**src/rtl/cameralink_base_video_stream_rx_if.sv**
```systemverilog
// AXI4-Stream video beat bundle: 24-bit pixel, tuser = start of frame,
// tlast = end of line. master drives data/valid, slave drives ready.
interface cameralink_base_video_stream_rx_if;
   logic [23:0] tdata;
   logic        tvalid;
   logic        tready;
   logic        tuser;
   logic        tlast;

   modport master (
      output tdata,
      output tvalid,
      output tuser,
      output tlast,
      input  tready
   );

   modport slave (
      input  tdata,
      input  tvalid,
      input  tuser,
      input  tlast,
      output tready
   );
endinterface

```
**src/rtl/cameralink_base_video_stream_rx.sv**
```systemverilog
// Camera Link base (chip X) to AXI4-Stream video receiver.
// Ports: clk/rst, lval/fval/dval + port_a/b/c in, m_axis (master) out,
//        line_width/frame_height/meas_valid measurement, sticky overflow
//        with overflow_clr, frame_active status.
module cameralink_base_video_stream_rx #(
   parameter int FIFO_DEPTH = 16,
   parameter bit USE_DVAL   = 1'b0,
   parameter int CNT_W      = 16
) (
   input  logic                 clk,
   input  logic                 rst,
   input  logic                 lval,
   input  logic                 fval,
   input  logic                 dval,
   input  logic [7:0]           port_a,
   input  logic [7:0]           port_b,
   input  logic [7:0]           port_c,
   cameralink_base_video_stream_rx_if.master m_axis,
   output logic [CNT_W-1:0]     line_width,
   output logic [CNT_W-1:0]     frame_height,
   output logic                 meas_valid,
   output logic                 overflow,
   input  logic                 overflow_clr,
   output logic                 frame_active
);

   localparam int AW = $clog2(FIFO_DEPTH);
   localparam logic [AW:0] FULL_CNT = (AW+1)'(FIFO_DEPTH);

   typedef enum logic [1:0] {
      IDLE,
      WAIT_SOF,
      ACTIVE,
      DISCARD
   } state_t;

   function automatic logic [CNT_W-1:0] sat_inc(input logic [CNT_W-1:0] v);
      return (&v) ? v : v + 1'b1;
   endfunction

   // input register stage
   logic        lval_q;
   logic        fval_q;
   logic        dval_q;
   logic [23:0] pix_q;

   // fval resets high so IDLE only leaves after a real fval=0 from the
   // camera; otherwise a frame running at reset release would be taken.
   always_ff @(posedge clk) begin
      if (rst) begin
         lval_q <= 1'b0;
         fval_q <= 1'b1;
         dval_q <= 1'b0;
         pix_q  <= '0;
      end else begin
         lval_q <= lval;
         fval_q <= fval;
         dval_q <= dval;
         pix_q  <= {port_c, port_b, port_a};
      end
   end

   state_t           state_q, state_d;
   logic             hold_vld_q, hold_vld_d;
   logic [23:0]      hold_data_q, hold_data_d;
   logic             sof_q, sof_d;
   logic [CNT_W-1:0] pix_cnt_q, pix_cnt_d;
   logic [CNT_W-1:0] line_cnt_q, line_cnt_d;
   logic [CNT_W-1:0] line_width_q, line_width_d;
   logic [CNT_W-1:0] frame_height_q, frame_height_d;
   logic             meas_valid_q, meas_valid_d;
   logic             ovf_q, ovf_d;

   logic [25:0]      mem_q [FIFO_DEPTH];
   logic [AW-1:0]    wr_ptr_q, wr_ptr_d;
   logic [AW-1:0]    rd_ptr_q, rd_ptr_d;
   logic [AW:0]      cnt_q, cnt_d;

   logic pix_ok;
   logic line_off;
   logic wr_en;
   logic wr_last;
   logic drop;
   logic wr_ok;
   logic rd;
   logic full;
   logic out_vld;

   assign out_vld  = (cnt_q != '0);
   assign full     = (cnt_q == FULL_CNT);
   assign rd       = out_vld & m_axis.tready;
   assign pix_ok   = fval_q & lval_q & (dval_q | ~USE_DVAL);
   assign line_off = ~lval_q | ~fval_q;

   always_comb begin
      state_d        = state_q;
      hold_vld_d     = hold_vld_q;
      hold_data_d    = hold_data_q;
      sof_d          = sof_q;
      pix_cnt_d      = pix_cnt_q;
      line_cnt_d     = line_cnt_q;
      line_width_d   = line_width_q;
      frame_height_d = frame_height_q;
      meas_valid_d   = 1'b0;
      wr_en          = 1'b0;
      wr_last        = 1'b0;
      drop           = 1'b0;

      unique case (state_q)
         IDLE: begin
            if (!fval_q) state_d = WAIT_SOF;
         end
         WAIT_SOF: begin
            if (fval_q) begin
               state_d    = ACTIVE;
               sof_d      = 1'b1;
               pix_cnt_d  = '0;
               line_cnt_d = '0;
            end
         end
         ACTIVE: begin
            // the held pixel is only known to be mid-line once the next
            // pixel arrives, and end-of-line once lval/fval drop
            if (pix_ok) begin
               hold_vld_d  = 1'b1;
               hold_data_d = pix_q;
               wr_en       = hold_vld_q;
               pix_cnt_d   = sat_inc(pix_cnt_q);
            end else if (hold_vld_q && line_off) begin
               wr_en      = 1'b1;
               wr_last    = 1'b1;
               hold_vld_d = 1'b0;
            end

            if (line_off && pix_cnt_q != '0) begin
               line_width_d = pix_cnt_q;
               line_cnt_d   = sat_inc(line_cnt_q);
               pix_cnt_d    = '0;
            end

            if (!fval_q) begin
               state_d        = WAIT_SOF;
               frame_height_d = line_cnt_d;
               meas_valid_d   = 1'b1;
               line_cnt_d     = '0;
            end

            drop = wr_en & full & ~rd;
            if (drop) begin
               state_d        = DISCARD;
               hold_vld_d     = 1'b0;
               frame_height_d = frame_height_q;
               meas_valid_d   = 1'b0;
            end else if (wr_en) begin
               sof_d = 1'b0;
            end
         end
         DISCARD: begin
            if (!fval_q) state_d = WAIT_SOF;
         end
         default: state_d = IDLE;
      endcase
   end

   assign ovf_d = drop | (ovf_q & ~overflow_clr);
   assign wr_ok = wr_en & ~drop;

   always_comb begin
      wr_ptr_d = wr_ok ? wr_ptr_q + 1'b1 : wr_ptr_q;
      rd_ptr_d = rd ? rd_ptr_q + 1'b1 : rd_ptr_q;
      unique case ({wr_ok, rd})
         2'b10:   cnt_d = cnt_q + 1'b1;
         2'b01:   cnt_d = cnt_q - 1'b1;
         default: cnt_d = cnt_q;
      endcase
   end

   always_ff @(posedge clk) begin
      if (rst) begin
         state_q        <= IDLE;
         hold_vld_q     <= 1'b0;
         hold_data_q    <= '0;
         sof_q          <= 1'b0;
         pix_cnt_q      <= '0;
         line_cnt_q     <= '0;
         line_width_q   <= '0;
         frame_height_q <= '0;
         meas_valid_q   <= 1'b0;
         ovf_q          <= 1'b0;
         wr_ptr_q       <= '0;
         rd_ptr_q       <= '0;
         cnt_q          <= '0;
      end else begin
         state_q        <= state_d;
         hold_vld_q     <= hold_vld_d;
         hold_data_q    <= hold_data_d;
         sof_q          <= sof_d;
         pix_cnt_q      <= pix_cnt_d;
         line_cnt_q     <= line_cnt_d;
         line_width_q   <= line_width_d;
         frame_height_q <= frame_height_d;
         meas_valid_q   <= meas_valid_d;
         ovf_q          <= ovf_d;
         wr_ptr_q       <= wr_ptr_d;
         rd_ptr_q       <= rd_ptr_d;
         cnt_q          <= cnt_d;
      end
   end

   // storage needs no reset: cnt_q gates every read
   always_ff @(posedge clk) begin
      if (wr_ok) mem_q[wr_ptr_q] <= {sof_q, wr_last, hold_data_q};
   end

   logic [25:0] head;
   assign head = out_vld ? mem_q[rd_ptr_q] : '0;

   assign m_axis.tvalid = out_vld;
   assign m_axis.tuser  = head[25];
   assign m_axis.tlast  = head[24];
   assign m_axis.tdata  = head[23:0];

   assign line_width   = line_width_q;
   assign frame_height = frame_height_q;
   assign meas_valid   = meas_valid_q;
   assign overflow     = ovf_q;
   assign frame_active = (state_q == ACTIVE);

endmodule

```
**src/flat_wrapper.sv**
```systemverilog
// flat-port wrapper written by rule: the top's interface ports become plain ports
module cameralink_base_video_stream_rx_flat 
#(
   parameter int FIFO_DEPTH = 16,
   parameter bit USE_DVAL   = 1'b0,
   parameter int CNT_W      = 16
)
  (clk, rst, lval, fval, dval, port_a, port_b, port_c, line_width, frame_height, meas_valid, overflow, overflow_clr, frame_active, m_axis_tdata, m_axis_tvalid, m_axis_tuser, m_axis_tlast, m_axis_tready);
  cameralink_base_video_stream_rx_if m_axis_i ();
  input  logic clk;
  input  logic rst;
  input  logic lval;
  input  logic fval;
  input  logic dval;
  input  logic [7:0] port_a;
  input  logic [7:0] port_b;
  input  logic [7:0] port_c;
  output logic [CNT_W-1:0] line_width;
  output logic [CNT_W-1:0] frame_height;
  output logic meas_valid;
  output logic overflow;
  input  logic overflow_clr;
  output logic frame_active;
  output wire logic [$bits(m_axis_i.tdata)-1:0] m_axis_tdata;
  output wire logic [$bits(m_axis_i.tvalid)-1:0] m_axis_tvalid;
  output wire logic [$bits(m_axis_i.tuser)-1:0] m_axis_tuser;
  output wire logic [$bits(m_axis_i.tlast)-1:0] m_axis_tlast;
  input wire logic [$bits(m_axis_i.tready)-1:0] m_axis_tready;
  assign m_axis_tdata = m_axis_i.tdata;
  assign m_axis_tvalid = m_axis_i.tvalid;
  assign m_axis_tuser = m_axis_i.tuser;
  assign m_axis_tlast = m_axis_i.tlast;
  assign m_axis_i.tready = m_axis_tready;
  cameralink_base_video_stream_rx #(.FIFO_DEPTH(FIFO_DEPTH), .USE_DVAL(USE_DVAL), .CNT_W(CNT_W)) u_core (.clk(clk), .rst(rst), .lval(lval), .fval(fval), .dval(dval), .port_a(port_a), .port_b(port_b), .port_c(port_c), .m_axis(m_axis_i), .line_width(line_width), .frame_height(frame_height), .meas_valid(meas_valid), .overflow(overflow), .overflow_clr(overflow_clr), .frame_active(frame_active));
endmodule
```
**config.mk**
```make
export PLATFORM = sky130hd
export DESIGN_NAME = cameralink_base_video_stream_rx_flat
export DESIGN_NICKNAME = d
export VERILOG_FILES = /design/src/rtl/cameralink_base_video_stream_rx_if.sv /design/src/rtl/cameralink_base_video_stream_rx.sv /design/src/flat_wrapper.sv
export SDC_FILE = /design/constraint.sdc
export NUM_CORES = 1
export LEC_CHECK = 0
export CELL_PAD_IN_SITES_DETAIL_PLACEMENT = 1
export CELL_PAD_IN_SITES_GLOBAL_PLACEMENT = 2
export CORE_MARGIN = 1
export CORE_UTILIZATION = 43
export CTS_BUF_LIST = sky130_fd_sc_hd__clkbuf_8
export CTS_CLUSTER_DIAMETER = 100
export DETAILED_ROUTE_END_ITERATION = 7
export GPL_TIMING_DRIVEN = 0
export MAX_ROUTING_LAYER = met4
export PLACE_DENSITY_LB_ADDON = 0.05
export SLEW_MARGIN = 15
export SYNTH_ARGS = -nofsm -noshare
export SYNTH_HDL_FRONTEND = slang
export SYNTH_SLANG_ARGS = --single-unit
```
**constraint.sdc**
```tcl
create_clock -name clk -period 3.5 [get_ports clk]
set_input_delay 0.7 -clock clk [delete_from_list [all_inputs] [get_ports clk]]
set_output_delay 0.7 -clock clk [all_outputs]
set_load 0.01 [all_outputs]
```
; After elaboration in Yosys (flattened, before gate mapping)
; Memory sizes are Yosys's and may differ from the RTL's. A register that Yosys moved wholly into a read port is not among the register bits.
; Index checks and enable logic that the tools add are counted.
[totals]
memories = 1
reg_bits = 133
input_bits = 31
wordCells = 102
output_inout_bits = 62
ramBits = 416
[memory_table]
columns = memory, depth, word_bits, rd, rd_clocked_by_memory_dff, write_ports, line
row1 = u_core.mem_q, 16, 26, 1, 1, 1, cameralink_base_video_stream_rx.sv:74  ; logic [25:0] mem_q [FIFO_DEPTH];
[op_classes]
n_reduce_logical = 19
n_bitwise = 15
eq_ne = 11
n_addsub = 6
muxes = 34
[op_table]
columns = cell, n
row1 = 16-bit 2-to-1 mux, 7
row2 = 16-bit one-hot mux with 2 select lines, 2
row3 = 16-bit by 1-bit adder with 16-bit output (second input constant), 2
row4 = 16-bit AND reduction, 2
row5 = 26-bit 2-to-1 mux, 1
row6 = 1-bit 2-to-1 mux, 16
row7 = 16-bit nonzero test, 1
row8 = 5-bit one-hot mux with 2 select lines, 1
row9 = 4-bit by 1-bit adder with 4-bit output (second input constant), 2
row10 = 4-bit 2-to-1 mux, 2
row11 = 2-bit AND reduction, 4
row12 = 4-bit AND reduction, 2
row13 = 1-bit NOT, 7
row14 = 1-bit bitwise AND, 6
row15 = 2-bit == test (second input constant), 3
row16 = 2-bit 2-to-1 mux, 3
row17 = 2-bit one-hot mux with 3 select lines, 1
row18 = 5-bit by 1-bit adder with 5-bit output (second input constant), 1
row19 = 5-bit == test (second input constant), 1
row20 = 5-bit nonzero test, 1
row21 = 5-bit by 1-bit subtractor with 5-bit output (second input constant), 1
row22 = 2-bit by 1-bit == test with 1-bit output (second input constant), 2
row23 = 2-bit by 1-bit != test with 1-bit output (second input constant), 2
row24 = 2-bit nonzero test, 2
row25 = 11 further kinds, 13

; Longest topological paths before layout
[depth]
word_depth = 13
depth_mapped = 15
depth_no_buf = 12

; Worst setup path before layout
; OpenSTA, ideal clock, no wires.
[synth_path]
kind = register to register
start = reg u_core.state_q[0]
end = mem u_core.mem_q[1][0] (enable)
synth_period_minus_slack_ns = 3.608
setup_time_ns = 0.442
arrival_ns = 3.167
setup_slack_ns = -0.108
required_time_ns = 3.058
path_buffers = 2
path_stages_with_launch = 8
path_cell_list = dfxtp_1 inv_1 ha_1 clkbuf_1 o311a_1 buf_2 nand2_1 nor3_1
[synth_via]
elab_chain_len = 6
elab_cells_between_ends = 7
classes_between = 1 x eq/ne / 4 x mux / 2 x bitwise
[synth_lines]
columns = item, line
row1 = start: declaration, cameralink_base_video_stream_rx.sv:63  ; state_t state_q, state_d;
row2 = start signal: assignment, cameralink_base_video_stream_rx.sv:194  ; state_q <= state_d;
row3 = 2-bit == test (*), -
row4 = via frame_active, flat_wrapper.sv:23  ; output logic frame_active;
row5 = 1-bit 2-to-1 mux, cameralink_base_video_stream_rx.sv:109  ; unique case (state_q)
row6 = 1-bit NOT, cameralink_base_video_stream_rx.sv:166  ; assign wr_ok = wr_en & ~drop;
row7 = 1-bit bitwise AND (*), cameralink_base_video_stream_rx.sv:166
row8 = 1-bit 2-to-1 mux (*), cameralink_base_video_stream_rx.sv:212  ; if (wr_ok) mem_q[wr_ptr_q] <= {sof_q, wr_last, hold_data_q};
row9 = 1-bit 2-to-1 mux (implied by the code) (*), cameralink_base_video_stream_rx.sv:212
row10 = end: declaration, cameralink_base_video_stream_rx.sv:74
; Mark *: on every way through the listed nets, which the timed path passes. The rest lies on a longest branch.

==> implementation parameters <==
Parameter                              Value

Timing
  Max-slew violation total from the final report    0
  Worst rel slew slack    0.2008
  Min Tclk post-route    3.506 ns
  Actual slew at the worst max-slew pin    1.199 ns
  Least setup slack across all paths after layout    -0.006192 ns
  Final setup skew    0.02697 ns
  Total setup violations reported at the end of the flow    2
  RSZ-0062 raised after global routing    yes
  Setup_tns    -0.006636 ns
  Crit share post-route    1.002
  Number of failing hold endpoints at the final stage    0
  Worst hold slack    0.4376 ns
  Top achievable clock speed    285.2 MHz

Logic synthesis
  Top post-synthesis cells by count    416 x edfxtp_1, 137 x dfxtp_1, 130 x mux4_2
  Cell types with the largest area share after synthesis    edfxtp_1 57%, mux4_2 13%, dfxtp_1 13%, nand2_1 1.5%, nor2_1 1.3%
  Synthesis warning total    0
  Dominant cell by count in the synthesized netlist    edfxtp_1
  Count of different cell masters after synthesis    66
  Sequential-to-total area share from yosys stat    0.6985
  Netlist area before placement    0.02181 sq mm
  Number of flops mapped to enable cells by yosys    416
  Total nets after synthesis    1350
  Yosys reg bits    553
  Cell taking the most area after synthesis    edfxtp_1
  Most frequently used flop master after synthesis    edfxtp_1
  Syn avg cell area    16.70 sq um
  Portion of synthesized cell area occupied by the leading cell type    0.5727
  Async S/R FF share, synth    0
  Number of instances in the synthesized netlist    1306

Clock tree
  Clock buffers created by TritonCTS    93
  Clk Tree Root Cell    clkbuf_8
  CTS tree    yes
  H-tree depth    3
  Maximum clock path buffer count    3
  Number of clock sinks seen by CTS    553
  Worst-Skew Late Latency    0.66 ns
  Clock slew at reported path FFs    0.06 ns
  Number of hold-repair buffers added at the cts stage    0

Final layout
  Post-layout nets    1588
  Post-route cell area    0.02658 sq mm
  Number of inserted diodes    0
  Layout area overhead    21.87%
  Layout cells sized above 1    0.2735

Routing
  Total length of routed wires    58.27 mm
  Number of optimization iterations in the first detailed-route pass    5
  First DRT Iteration DRCs    742
  Average routed wire per standard cell    25.42 microns
  Drc violations    0
  Count of antenna-violating nets left after detailed routing    0
  Routed via count    12550
  Number of vias per cell after detailed routing    5.474

Power and ir drop
  Pwr per Cell Area    483.8 mW/mm^2
  LEAKAGE    0.008688 uW
  Power, Total    12860 uW
  Worst-case vdd ir drop    0.3336 mV

Global routing
  Largest net degree at the start of global routing    20
  Global-route wire length before repair    85.57 mm
  GRT overflow    0
  Vias in the first global route    13290
  Overall routing resource usage    0.2398
  Antenna violations before repair    0

Critical path
  Highest cell delay on the worst timing path    0.50 ns
  Type of origin of the critical path    flip-flop
  CP arrival    2.81 ns
  Slowest cell on crit path    mux4_2
  Cell breakdown of the critical path    buf_12 -> buf_16 -> buf_6 -> mux4_2 -> mux4_2 -> and2_4 -> buf_6
  Highest fanout seen on the critical path    8
  Endpoint type of the worst setup path    output port
  Critical path class    reg -> out
  Required time of the critical path    2.80 ns

Floorplanning
  Effective utilization at floorplan    0.4356
  Core outline area    0.05007 sq mm
  Number of cell rows    82
  IO Pins    93
  Floorplan die area    0.05163 sq mm
  Die Span X    227.2 microns
  Die height    227.2 microns

Placement
  Placer Congestion    0.8213
  Detailed-placement wirelength estimate    36.97 mm
  Placement-stage worst setup slack    -0.5232 ns
  Placed cell area    0.02409 sq mm
  Number of buffers added on ports    90

Outcome
  Run status    complete, but fails checks
  Failing checks    setup timing

Min path
  Hold WC Path Type    reg -> reg

Run
  Max Cap Violations    0
final cells by class:
cell class / count / area (sq um)
multi-input combinational: 657 / 6309
sequential: 553 / 15240
tap: 672 / 840.8
buffer: 77 / 599.3
inverter: 13 / 48.80
fill: 4801 / 23490
clock inverter: 72 / 444.2
clock buffer: 99 / 1363
timing repair buffer: 149 / 1737
registers in the layout (all words and copies together) (netlist names), named ones only:
name and flops:
u_core.mem_q 416, u_core.hold_data_q 24, u_core.pix_q 24, u_core.frame_height 16
u_core.line_cnt_q 16, u_core.line_width 16, u_core.pix_cnt_q 16, u_core.cnt_q 5
u_core.rd_ptr_q 4, u_core.wr_ptr_q 4, u_core.state_q 2, u_core.fval_q 1
u_core.hold_vld_q 1, u_core.lval_q 1, u_core.meas_valid 1, u_core.overflow 1
u_core.sof_q 1
report_power, final:
part | switching [uW] | internal (uW)
registers | 24.6 | 7000
clock network | 2620 | 2990
logic | 140 | 86.5
per-stage QoR:
stage | std cells | util
after floorplan | 1306 | -
after global placement | 2068 | 0.4708
after detailed placement | 2089 | 0.4811
after CTS | 2288 | 0.5292
after global routing | 2292 | 0.5309
final | 2292 | 0.5309
worst max-delay path, delay by kind of cell, from the launching register on:
| family | cells | cell delay, ns |
|---|---|---|
| flops | 1 | 0.42 |
| simple gates | 1 | 0.16 |
| mux | 2 | 1.00 |
| buf+inv | 4 | 0.55 |
worst paths after layout:
kind / slack [ns] / endpoint / start / depth (start not counted)
max: -0.006 / m_axis_tdata[20] / flip-flop / 7
min: 0.44 / u_core.hold_data_q[14]$_SDFFE_PP0P_ / u_core.pix_q[14]$_SDFF_PP0_ / 2
max reg2reg: 0.26 / u_core.cnt_q[4]$_SDFFE_PP0P_ / u_core.cnt_q[2]$_SDFFE_PP0P_ / 13
min reg2reg: 0.44 / u_core.hold_data_q[14]$_SDFFE_PP0P_ / u_core.pix_q[14]$_SDFF_PP0_ / 2
cells in the final DEF (no fill, tap or decap), types with 11 or more instances in the layout:
cell type	Yosys	layout
edfxtp_1	416	416
dfxtp_1	137	135
mux4_2	130	130
clkbuf_8	0	102
nand2_1	88	88
clkdlybuf4s50_1	0	64
nor2_1	75	63
inv_1	13	47
a21oi_1	46	46
buf_6	9	31
clkbuf_1	45	29
buf_2	17	26
nor2b_1	26	26
buf_12	0	23
o21ai_0	21	21
and2_4	0	18
nand3_1	18	18
buf_4	2	17
mux2i_1	17	16
or3_1	15	15
a311oi_1	14	14
xnor2_1	14	14
clkinv_1	0	14
buf_8	0	13
clkinv_2	0	13
and2_1	30	12
nor2_4	0	12
nand4_1	12	12
ha_1	13	12
nor4_1	11	11
repair_timing:
| action | in CTS | in global routing |
|---|---|---|
| cloned | 3 | 0 |
| gates resized for setup | 236 | 15 |
| setup buffers | 29 | 6 |
| setup endpoints to repair | 28 | 25 |
| pin swaps | 15 | 3 |
cell families (layout without fill, tap and decap cells):
group	after synthesis	after routing	synth area share
fa+ha+maj	13	13	0.007458
flops	553	553	0.6985
xor+xnor	21	21	0.008433
buf+inv	96	410	0.02094
compound gates	140	140	0.04245
mux	149	149	0.1431
simple gates	334	334	0.07917
per-layer routing:
layer  global-route usage  part of all wire  up-vias
met5                    -                 0        -
met1               0.3040              0.43     6526
li1                     -                 -     5628
met3              0.04027             0.048       82
met2               0.3951              0.50      311
met4              0.07469             0.021        0
(Power assumes the default switching activity.)
